--- src/rtl/axilite_user_arbiter_if.sv ---
// Signal bundle between the requesters, axilite_user_arbiter and the AXI-Lite master user port.
// The master modport is the arbiter's view; the slave modport is the surrounding logic's view.
interface axilite_user_arbiter_if #(
    parameter int NUM_REQ = 4,
    parameter int ADDR_W  = 32,
    parameter int DATA_W  = 64,
    parameter int STRB_W  = DATA_W / 8
);
    logic [NUM_REQ-1:0]        req_valid;
    logic [NUM_REQ-1:0]        req_w_r;
    logic [NUM_REQ*ADDR_W-1:0] req_addr;
    logic [NUM_REQ*DATA_W-1:0] req_data;
    logic [NUM_REQ*STRB_W-1:0] req_strb;
    logic [NUM_REQ-1:0]        req_grant;
    logic [NUM_REQ-1:0]        req_done;
    logic [1:0]                req_status;
    logic [DATA_W-1:0]         req_rdata;
    logic                      arb_busy;

    logic                      user_start;
    logic                      user_w_r;
    logic [ADDR_W-1:0]         user_addr_in;
    logic [DATA_W-1:0]         user_data_in;
    logic [STRB_W-1:0]         user_data_strb;
    logic                      user_free;
    logic [1:0]                user_status;
    logic [DATA_W-1:0]         user_data_out;
    logic                      user_data_out_valid;

    modport master (
        input  req_valid, req_w_r, req_addr, req_data, req_strb,
        output req_grant, req_done, req_status, req_rdata, arb_busy,
        output user_start, user_w_r, user_addr_in, user_data_in, user_data_strb,
        input  user_free, user_status, user_data_out, user_data_out_valid
    );

    modport slave (
        output req_valid, req_w_r, req_addr, req_data, req_strb,
        input  req_grant, req_done, req_status, req_rdata, arb_busy,
        input  user_start, user_w_r, user_addr_in, user_data_in, user_data_strb,
        output user_free, user_status, user_data_out, user_data_out_valid
    );
endinterface

--- src/rtl/axilite_user_arbiter.sv ---
// Shares the AXI-Lite master user port between NUM_REQ requesters, one transaction at a time.
// Define AXIL_ARB_FIXED_PRIO_EN for fixed lowest-index priority instead of round-robin.
module axilite_user_arbiter #(
    parameter int NUM_REQ = 4,
    parameter int ADDR_W  = 32,
    parameter int DATA_W  = 64,
    parameter int STRB_W  = DATA_W / 8
) (
    input logic                   aclk,
    input logic                   aresetn,
    axilite_user_arbiter_if.master bus
);
    localparam int IDX_W = (NUM_REQ > 1) ? $clog2(NUM_REQ) : 1;

    typedef enum logic [2:0] {IDLE, ISSUE, WAIT_BUSY, WAIT_DONE, DONE} state_t;

    state_t              state, state_next;
    logic [NUM_REQ-1:0]  win_onehot;
    logic                grant_load, rdata_capture, status_load;
    logic [NUM_REQ-1:0]  grant_q;
    logic                w_r_q;
    logic [ADDR_W-1:0]   addr_q;
    logic [DATA_W-1:0]   data_q;
    logic [STRB_W-1:0]   strb_q;
    logic [DATA_W-1:0]   rdata_q;
    logic [1:0]          status_q;
    logic                sel_w_r;
    logic [ADDR_W-1:0]   sel_addr;
    logic [DATA_W-1:0]   sel_data;
    logic [STRB_W-1:0]   sel_strb;

`ifdef AXIL_ARB_FIXED_PRIO_EN
    always_comb begin
        win_onehot = '0;
        for (int i = NUM_REQ - 1; i >= 0; i--) begin
            if (bus.req_valid[i]) begin
                win_onehot    = '0;
                win_onehot[i] = 1'b1;
            end
        end
    end
`else
    logic [IDX_W-1:0] last_grant;

    // Indices above last_grant beat those at or below it, lowest first within each half.
    always_comb begin
        win_onehot = '0;
        for (int i = NUM_REQ - 1; i >= 0; i--) begin
            if (bus.req_valid[i] && (i <= int'(last_grant))) begin
                win_onehot    = '0;
                win_onehot[i] = 1'b1;
            end
        end
        for (int i = NUM_REQ - 1; i >= 0; i--) begin
            if (bus.req_valid[i] && (i > int'(last_grant))) begin
                win_onehot    = '0;
                win_onehot[i] = 1'b1;
            end
        end
    end

    always_ff @(posedge aclk or negedge aresetn) begin
        if (!aresetn) begin
            last_grant <= IDX_W'(NUM_REQ - 1);
        end else if (state == DONE) begin
            for (int i = 0; i < NUM_REQ; i++) begin
                if (grant_q[i]) last_grant <= IDX_W'(i);
            end
        end
    end
`endif

    always_comb begin
        sel_w_r  = 1'b0;
        sel_addr = '0;
        sel_data = '0;
        sel_strb = '0;
        for (int i = 0; i < NUM_REQ; i++) begin
            if (win_onehot[i]) begin
                sel_w_r  = bus.req_w_r[i];
                sel_addr = bus.req_addr[i*ADDR_W +: ADDR_W];
                sel_data = bus.req_data[i*DATA_W +: DATA_W];
                sel_strb = bus.req_strb[i*STRB_W +: STRB_W];
            end
        end
    end

    always_ff @(posedge aclk or negedge aresetn) begin
        if (!aresetn) state <= IDLE;
        else          state <= state_next;
    end

    always_comb begin
        state_next     = state;
        grant_load     = 1'b0;
        rdata_capture  = 1'b0;
        status_load    = 1'b0;
        bus.user_start = (state == ISSUE);
        bus.arb_busy   = (state != IDLE);
        bus.req_grant  = grant_q;
        bus.req_done   = '0;
        bus.req_status = 2'b00;
        bus.req_rdata  = '0;
        unique case (state)
            IDLE: begin
                if (bus.user_free && (win_onehot != '0)) begin
                    grant_load = 1'b1;
                    state_next = ISSUE;
                end
            end
            ISSUE: state_next = WAIT_BUSY;
            WAIT_BUSY: begin
                if (!bus.user_free) state_next = WAIT_DONE;
            end
            WAIT_DONE: begin
                rdata_capture = bus.user_data_out_valid && w_r_q;
                if (bus.user_free) begin
                    status_load = 1'b1;
                    state_next  = DONE;
                end
            end
            DONE: begin
                bus.req_done   = grant_q;
                bus.req_status = status_q;
                bus.req_rdata  = w_r_q ? rdata_q : '0;
                state_next     = IDLE;
            end
            default: state_next = IDLE;
        endcase
    end

    // The command is frozen at grant so requester inputs can change freely mid-transaction.
    always_ff @(posedge aclk or negedge aresetn) begin
        if (!aresetn) begin
            grant_q  <= '0;
            w_r_q    <= 1'b0;
            addr_q   <= '0;
            data_q   <= '0;
            strb_q   <= '0;
            rdata_q  <= '0;
            status_q <= 2'b00;
        end else begin
            if (grant_load) begin
                grant_q <= win_onehot;
                w_r_q   <= sel_w_r;
                addr_q  <= sel_addr;
                data_q  <= sel_data;
                strb_q  <= sel_strb;
                rdata_q <= '0;
            end else if (state == DONE) begin
                grant_q <= '0;
            end
            if (rdata_capture) rdata_q  <= bus.user_data_out;
            if (status_load)   status_q <= bus.user_status;
        end
    end

    assign bus.user_w_r       = w_r_q;
    assign bus.user_addr_in   = addr_q;
    assign bus.user_data_in   = data_q;
    assign bus.user_data_strb = strb_q;
endmodule
--- src/flat_wrapper.sv ---
// flat-port wrapper written by rule: the top's interface ports become plain ports
module axilite_user_arbiter_flat 
#(
    parameter int NUM_REQ = 4,
    parameter int ADDR_W  = 32,
    parameter int DATA_W  = 64,
    parameter int STRB_W  = DATA_W / 8
)
  (aclk, aresetn, bus_req_valid, bus_req_w_r, bus_req_addr, bus_req_data, bus_req_strb, bus_req_grant, bus_req_done, bus_req_status, bus_req_rdata, bus_arb_busy, bus_user_start, bus_user_w_r, bus_user_addr_in, bus_user_data_in, bus_user_data_strb, bus_user_free, bus_user_status, bus_user_data_out, bus_user_data_out_valid);
  axilite_user_arbiter_if #(.NUM_REQ(NUM_REQ), .ADDR_W(ADDR_W), .DATA_W(DATA_W), .STRB_W(STRB_W)) bus_i ();
  input logic aclk;
  input logic aresetn;
  input wire logic [$bits(bus_i.req_valid)-1:0] bus_req_valid;
  input wire logic [$bits(bus_i.req_w_r)-1:0] bus_req_w_r;
  input wire logic [$bits(bus_i.req_addr)-1:0] bus_req_addr;
  input wire logic [$bits(bus_i.req_data)-1:0] bus_req_data;
  input wire logic [$bits(bus_i.req_strb)-1:0] bus_req_strb;
  output wire logic [$bits(bus_i.req_grant)-1:0] bus_req_grant;
  output wire logic [$bits(bus_i.req_done)-1:0] bus_req_done;
  output wire logic [$bits(bus_i.req_status)-1:0] bus_req_status;
  output wire logic [$bits(bus_i.req_rdata)-1:0] bus_req_rdata;
  output wire logic [$bits(bus_i.arb_busy)-1:0] bus_arb_busy;
  output wire logic [$bits(bus_i.user_start)-1:0] bus_user_start;
  output wire logic [$bits(bus_i.user_w_r)-1:0] bus_user_w_r;
  output wire logic [$bits(bus_i.user_addr_in)-1:0] bus_user_addr_in;
  output wire logic [$bits(bus_i.user_data_in)-1:0] bus_user_data_in;
  output wire logic [$bits(bus_i.user_data_strb)-1:0] bus_user_data_strb;
  input wire logic [$bits(bus_i.user_free)-1:0] bus_user_free;
  input wire logic [$bits(bus_i.user_status)-1:0] bus_user_status;
  input wire logic [$bits(bus_i.user_data_out)-1:0] bus_user_data_out;
  input wire logic [$bits(bus_i.user_data_out_valid)-1:0] bus_user_data_out_valid;
  assign bus_i.req_valid = bus_req_valid;
  assign bus_i.req_w_r = bus_req_w_r;
  assign bus_i.req_addr = bus_req_addr;
  assign bus_i.req_data = bus_req_data;
  assign bus_i.req_strb = bus_req_strb;
  assign bus_req_grant = bus_i.req_grant;
  assign bus_req_done = bus_i.req_done;
  assign bus_req_status = bus_i.req_status;
  assign bus_req_rdata = bus_i.req_rdata;
  assign bus_arb_busy = bus_i.arb_busy;
  assign bus_user_start = bus_i.user_start;
  assign bus_user_w_r = bus_i.user_w_r;
  assign bus_user_addr_in = bus_i.user_addr_in;
  assign bus_user_data_in = bus_i.user_data_in;
  assign bus_user_data_strb = bus_i.user_data_strb;
  assign bus_i.user_free = bus_user_free;
  assign bus_i.user_status = bus_user_status;
  assign bus_i.user_data_out = bus_user_data_out;
  assign bus_i.user_data_out_valid = bus_user_data_out_valid;
  axilite_user_arbiter #(.NUM_REQ(NUM_REQ), .ADDR_W(ADDR_W), .DATA_W(DATA_W), .STRB_W(STRB_W)) u_core (.aclk(aclk), .aresetn(aresetn), .bus(bus_i));
endmodule
--- config.mk ---
export PLATFORM = sky130hd
export DESIGN_NAME = axilite_user_arbiter_flat
export DESIGN_NICKNAME = d
export VERILOG_FILES = /design/src/rtl/axilite_user_arbiter_if.sv /design/src/rtl/axilite_user_arbiter.sv /design/src/flat_wrapper.sv
export SDC_FILE = /design/constraint.sdc
export NUM_CORES = 1
export LEC_CHECK = 0
export ABC_AREA = 1
export BUFFER_PORTS_ARGS = -buffer_cell sky130_fd_sc_hd__buf_2
export CAP_MARGIN = 30
export CORE_AREA = 2 2 263 265
export CTS_CLUSTER_SIZE = 28
export DETAILED_ROUTE_END_ITERATION = 6
export DIE_AREA = 0 0 265 267
export SLEW_MARGIN = 20
export SYNTH_ARGS = -nofsm -noshare
export SYNTH_HDL_FRONTEND = slang
export SYNTH_SLANG_ARGS = --single-unit
--- constraint.sdc ---
create_clock -name aclk -period 1.5 [get_ports aclk]
set_input_delay 0.3 -clock aclk [delete_from_list [all_inputs] [get_ports aclk]]
set_output_delay 0.3 -clock aclk [all_outputs]
set_load 0.05 [all_outputs]
# == Word-level counts from Yosys, hierarchy flattened ==
# Cells that the tools add are included.
# op_classes
eq_ne,7
n_lt_le_gt_ge,6
reduce_logical,16
n_mux,44
# op_table
op,count
64-bit two-way mux,8
32-bit two-way mux,4
4-bit two-way mux,10
8-bit two-way mux,4
3-bit case mux with 4 select lines,1
2-bit two-way mux,5
1-bit two-way mux,9
3-bit two-way mux,3
1-bit logical AND,8
4-bit nonzero test,2
"3-bit by 2-bit equality test with 1-bit output, second input constant",2
"2-bit > comparator, first input constant",2
"2-bit less-or-equal comparator, first input constant",2
"2-bit != test, second input constant",2
2-bit nonzero test,2
"3-bit by 1-bit equality test with 1-bit output, second input constant",1
"3-bit equality test, second input constant",1
3-bit zero test,1
3-bit AND reduction,1
3-bit nonzero test,1
"1-bit by 2-bit > comparator with 1-bit output, first input constant",1
"1-bit by 2-bit less-or-equal comparator with 1-bit output, first input constant",1
"2-bit by 1-bit != test with 1-bit output, second input constant",1
2-bit AND reduction,1
# word_totals
ff_bits,180
elab_cells,82

# == Depth between registers and ports, before layout ==
# logic_depth
ltp_word,15
depth_mapped,13
depth_no_buf,11

# == Worst setup path before layout ==
# OpenSTA, ideal clock, no wires.
# synth_timing
path_kind,register to output
start,register u_core.w_r_q (netlist: u_core.bus.user_w_r)
end,output port bus_req_rdata[10]
slack_ns,-0.774
path_stages_with_launch,5
arrival_time_ns,1.974
path_cell_list,dfrtp_1 clkbuf_1 clkbuf_1 nand2_1 nor2_1
# synth_between
elab_chain_len,2
# synth_rtl
item,line_no,rtl
from (decl),axilite_user_arbiter.sv:21,logic w_r_q;
from (signal assigned),axilite_user_arbiter.sv:145,w_r_q <= sel_w_r;
64-bit two-way mux,axilite_user_arbiter.sv:125,bus.req_rdata = w_r_q ? rdata_q : '0;
64-bit two-way mux,axilite_user_arbiter.sv:104,unique case (state)
to (decl),flat_wrapper.sv:21,output wire logic [$bits(bus_i.req_rdata)-1:0] bus_req_rdata;
# No other way between the ends.

# == Final worst setup path ==
# layout_timing
start,register u_core.last_grant[1]
end,register u_core.rdata_q[5]
# layout_between
elab_chain_len,14
word_cells_on_any_way,24
cone_classes,order compare (6); mux (9); reduce/logical (9)
# layout_rtl
item,line_no,rtl
from (decl),axilite_user_arbiter.sv:43,logic [IDX_W-1:0] last_grant;
from (signal assigned),axilite_user_arbiter.sv:64,last_grant <= IDX_W'(NUM_REQ - 1);
from (signal assigned),axilite_user_arbiter.sv:67,if (grant_q[i]) last_grant <= IDX_W'(i);
2-bit less-or-equal comparator,axilite_user_arbiter.sv:49,if (bus.req_valid[i] && (i <= int'(last_grant))) begin
1-bit logical AND,axilite_user_arbiter.sv:49,
4-bit two-way mux (4 in series),axilite_user_arbiter.sv:49,
4-bit two-way mux (2 in series),axilite_user_arbiter.sv:55,if (bus.req_valid[i] && (i > int'(last_grant))) begin
4-bit two-way mux *,axilite_user_arbiter.sv:55,
4-bit nonzero test *,axilite_user_arbiter.sv:106,if (bus.user_free && (win_onehot != '0)) begin
1-bit logical AND *,axilite_user_arbiter.sv:106,
1-bit two-way mux *,axilite_user_arbiter.sv:106,
1-bit two-way mux *,axilite_user_arbiter.sv:104,
2-bit nonzero test (no line) *,--,
to (signal assigned),axilite_user_arbiter.sv:153,if (rdata_capture) rdata_q <= bus.user_data_out;
to (decl),axilite_user_arbiter.sv:25,logic [DATA_W-1:0] rdata_q;
# Every way passes the cells marked *; elsewhere a longest branch is shown, timed or not.
# A chain may end at the register's enable or synchronous reset.

==> results.cfg <==
[cells_and_area]
final.fill_count = 7138
num-nets-final = 2875
layout-area-overhead-vs-synth_pct = 102
multi_input_comb_area_sq_um = 6810
sequential_cell_area_sq_um = 4510
instances_no_fill = 3278
layout-drive-gt1-share = 0.517
final_core_util = 0.304

[power]
switchingPower_uw = 18500
worst_ir_drop_vdd_uv = 884
sw_frac_of_total = 0.498
seq_power_share = 0.234
internal-power_uw = 18600
power.density_nw_per_um2 = 1790
power.share.combinational = 0.626
clkPwrFrac = 0.140
power.static_leakage_uw = 0.0102

[sta]
drv_slew = 0
max-slew-margin-rel = 0.721
fin_skew_ns = 0.0120
fmax_mhz = 466
report.final.hold_viol_count = 0
period_minus_slack_ns = 2.15
grt_setup_unrepaired = true
final_worst_path_cycle_share = 1.43
worst_slew_pin_slew_ns = 0.418
final.setup.worst_slack_ns = -0.646
setup-violations-final = 258

[global_routing]
globalRoute.totalOverflow = 0
global_route.usage.met3 = 0.0502
globalRoute.busiestLayer = met2
globalRouteTotalUtil = 0.154
grt_start_max_net_pins = 48
gr-usage-met1 = 0.180
grt_pass1_wl_mm = 80.8
first_global_vias = 13400
met2_usage = 0.258
antenna_found_initial = 11

[synth]
postSynthRegisterBits = 180
synth_top_flop_cell = sky130_fd_sc_hd__dfrtp_1
synth.top_cells.by_count = sky130_fd_sc_hd__nand2_1 (849), sky130_fd_sc_hd__nand3_1 (184), sky130_fd_sc_hd__dfrtp_1 (178), sky130_fd_sc_hd__nand4_1 (105), sky130_fd_sc_hd__nor2_1 (79)
synth-warning-count = 0
synthDominantCellAreaShare = 0.436
syn_nets = 2036
seq_area_frac_synth = 0.441
synthesis.area_per_instance_sq_um = 6.63
synth.most_common_cell = sky130_fd_sc_hd__nand2_1
count_of_flip_flops_with_a_built_in_enable_after_synthesis = 0
netlist_top_cells_area = sky130_fd_sc_hd__dfrtp_1 (44%), sky130_fd_sc_hd__nand2_1 (31%), sky130_fd_sc_hd__nand3_1 (9.0%)
synth_async_reset_ratio = 1.00
post_synthesis_instance_area_sq_um = 10200
post_synthesis_cell_count = 1542
synth_cell_type_count = 19
synth_top_cell_by_area = sky130_fd_sc_hd__dfrtp_1

[placement]
port-buffer-count = 674
post-dp-hpwl_mm = 40.5
post-place-cells = 3111
routabilityCongestion = 0.943

[clock_network]
cts.root.buffer_cell = sky130_fd_sc_hd__clkbuf_16
numClockSinks = 180
tritoncts.num_buffers = 17
worst_case_clock_buffer_depth = 2
clk_latency_ns = 0.48
clock_edge_transition_at_the_registers_on_the_reported_setup_and_hold_paths_ns = 0.07
tritoncts = done
cts_max_level = 4

[worst_setup_path]
timing.critical_path.fanout_max = 6
cp_slowest_stage_delay_ns = 0.61
cp-start-kind = flip-flop
cp_data_arrival_time_ns = 2.51
slowest_library_cell_on_the_worst_path = sky130_fd_sc_hd__dfstp_2
cp_num_buf_inv = 5
critical_path.cell_chain = nor2_2, nand2_2, buf_4, nand2_2, nand2_4, nor2_4, nand2_2, buf_6, nand3_4, buf_12, clkbuf_16, clkbuf_16, nand3_2, nand2_1
timing.critical_path.required_ns = 1.86
crit_family = buffers and inverters
critPathKind = flip-flop to flip-flop
cp_common_cell = sky130_fd_sc_hd__nand2_2
worst_setup_path_end_kind = flip-flop

[drt]
routed-via-count = 14000
final_routed_wire_length_divided_by_cell_count_um = 18.8
drcViolationCount = 0
wirelength_mm = 61.5
final_antenna_net_count = 0
drt_iter0_markers = 999
via_per_inst = 4.28
drt_pre_antenna_iters = 5

[floorplanning]
floorplan.initialDensity = 0.150
std_cell_rows = 96
dieArea_sq_um = 70800
die_width_um = 265
floorplan.core_area_sq_um = 68000
floorplan.io_pins = 675
floorplan.die.height_um = 267

[worst_hold_path]
min-delay-path-class = primary input to flip-flop

[outcome]
outcome = finished, violations left
violations = setup timing

[job]
maxCapViolCount = 0
## flip-flops by register name, indices dropped and copies added (netlist names)
| register | flops |
|---|---|
| u_core.bus.req_grant | 4 |
| u_core.bus.user_addr_in | 32 |
| u_core.bus.user_data_in | 64 |
| u_core.bus.user_data_strb | 8 |
| u_core.bus.user_w_r | 1 |
| u_core.last_grant | 2 |
| u_core.rdata_q | 64 |
| u_core.state | 3 |
| u_core.status_q | 2 |
## power groups by stage
stage	clock network, uW	registers [uW]	logic (uW)
finish	5200	8670	23200
global route	5600	8910	24800
CTS	5430	8360	20600
detailed placement	0	8290	18400
global placement	0	8250	18300
floorplan	0	12500	7370
## final timing paths
path                                             start                     endpoint  slack, ns  depth (start not counted)
hold reg to reg            u_core.bus.user_data_in[36]  u_core.bus.user_data_in[36]       0.48                          2
hold / removal                   bus_user_data_out[60]           u_core.rdata_q[60]       0.07                          3
max in group asynchronous                      aresetn         u_core.last_grant[1]       0.50                          3
setup / recovery                  u_core.last_grant[1]            u_core.rdata_q[5]      -0.65                         14
min in group asynchronous                      aresetn           u_core.rdata_q[52]       0.35                          2
setup reg to reg                  u_core.last_grant[1]            u_core.rdata_q[5]      -0.65                         14
## tightest hold or removal path: stages
cell and delay [ns]:
sky130_fd_sc_hd__buf_2 0.09, sky130_fd_sc_hd__nand2_1 0.05, sky130_fd_sc_hd__nand2_1 0.06
## final cells by class
| class | instances | share of cell area |
|---|---|---|
| antenna | 3 | 0.000363 |
| clock buffer | 18 | 0.0207 |
| clock inverter | 13 | 0.0106 |
| inverter | 17 | 0.00442 |
| multi-input combinational | 1231 | 0.329 |
| sequential | 180 | 0.218 |
| tap | 882 | 0.0533 |
| timing repair buffer | 933 | 0.363 |
| timing repair inverter | 1 | 0.000423 |
## placed cells by master (no fill, tap or decap), drive strengths merged
master	netlist	layout
dfstp	2	2
nand2	850	850
diode	0	3
bufinv	0	5
clkinv	0	4
inv	17	22
bufbuf	0	1
clkbuf	51	39
nor2	81	81
nor3	2	2
a21oi	2	2
o21ai	5	5
o21a	1	1
dlygate4sd3	0	62
buf	63	849
nand4	105	105
nand3	184	184
dfrtp	178	178
nand3b	1	1
## timing repair
action,in CTS,in global routing
pin swaps,44,41
setup buffers,17,21
hold buffers,62,0
endpoints found under the hold margin,87,0
resized for setup,258,255
endpoints found under the setup margin,270,286
gates cloned,16,23
## routing by layer
metal	wire [um]	part of all wire
met1	24600	0.40
met4	2230	0.036
met3	5080	0.083
met2	29600	0.48
met5	82	0.0013
## cells by family (layout without fill, tap and decap cells)
| kind of cell | after synthesis | in the layout | share of synthesized area |
|---|---|---|---|
| buf+inv | 131 | 982 | 0.0554 |
| simple gates | 1223 | 1223 | 0.500 |
| flops | 180 | 180 | 0.441 |
| compound gates | 8 | 8 | 0.00416 |
| other cells | 0 | 3 | 0 |
## stage by stage
| stage | setup TNS [ns] | power [uW] | hold WS, ns | setup slack, ns | cell area, sq um |
|---|---|---|---|---|---|
| after floorplan | -47.71 | 19900 | 0.00441 | -0.376 | 11300 |
| after global placement | -81.30 | 26500 | 0.285 | -0.491 | 16400 |
| after detailed placement | -86.95 | 26700 | 0.278 | -0.521 | 16400 |
| after CTS | -125.73 | 34400 | 0.00360 | -0.620 | 19100 |
| after global routing | -163.52 | 39300 | 0.0270 | -0.721 | 20700 |
| final | -137.92 | 37100 | 0.0700 | -0.646 | 20700 |
Note: power is estimated with default switching activity, not from simulation.
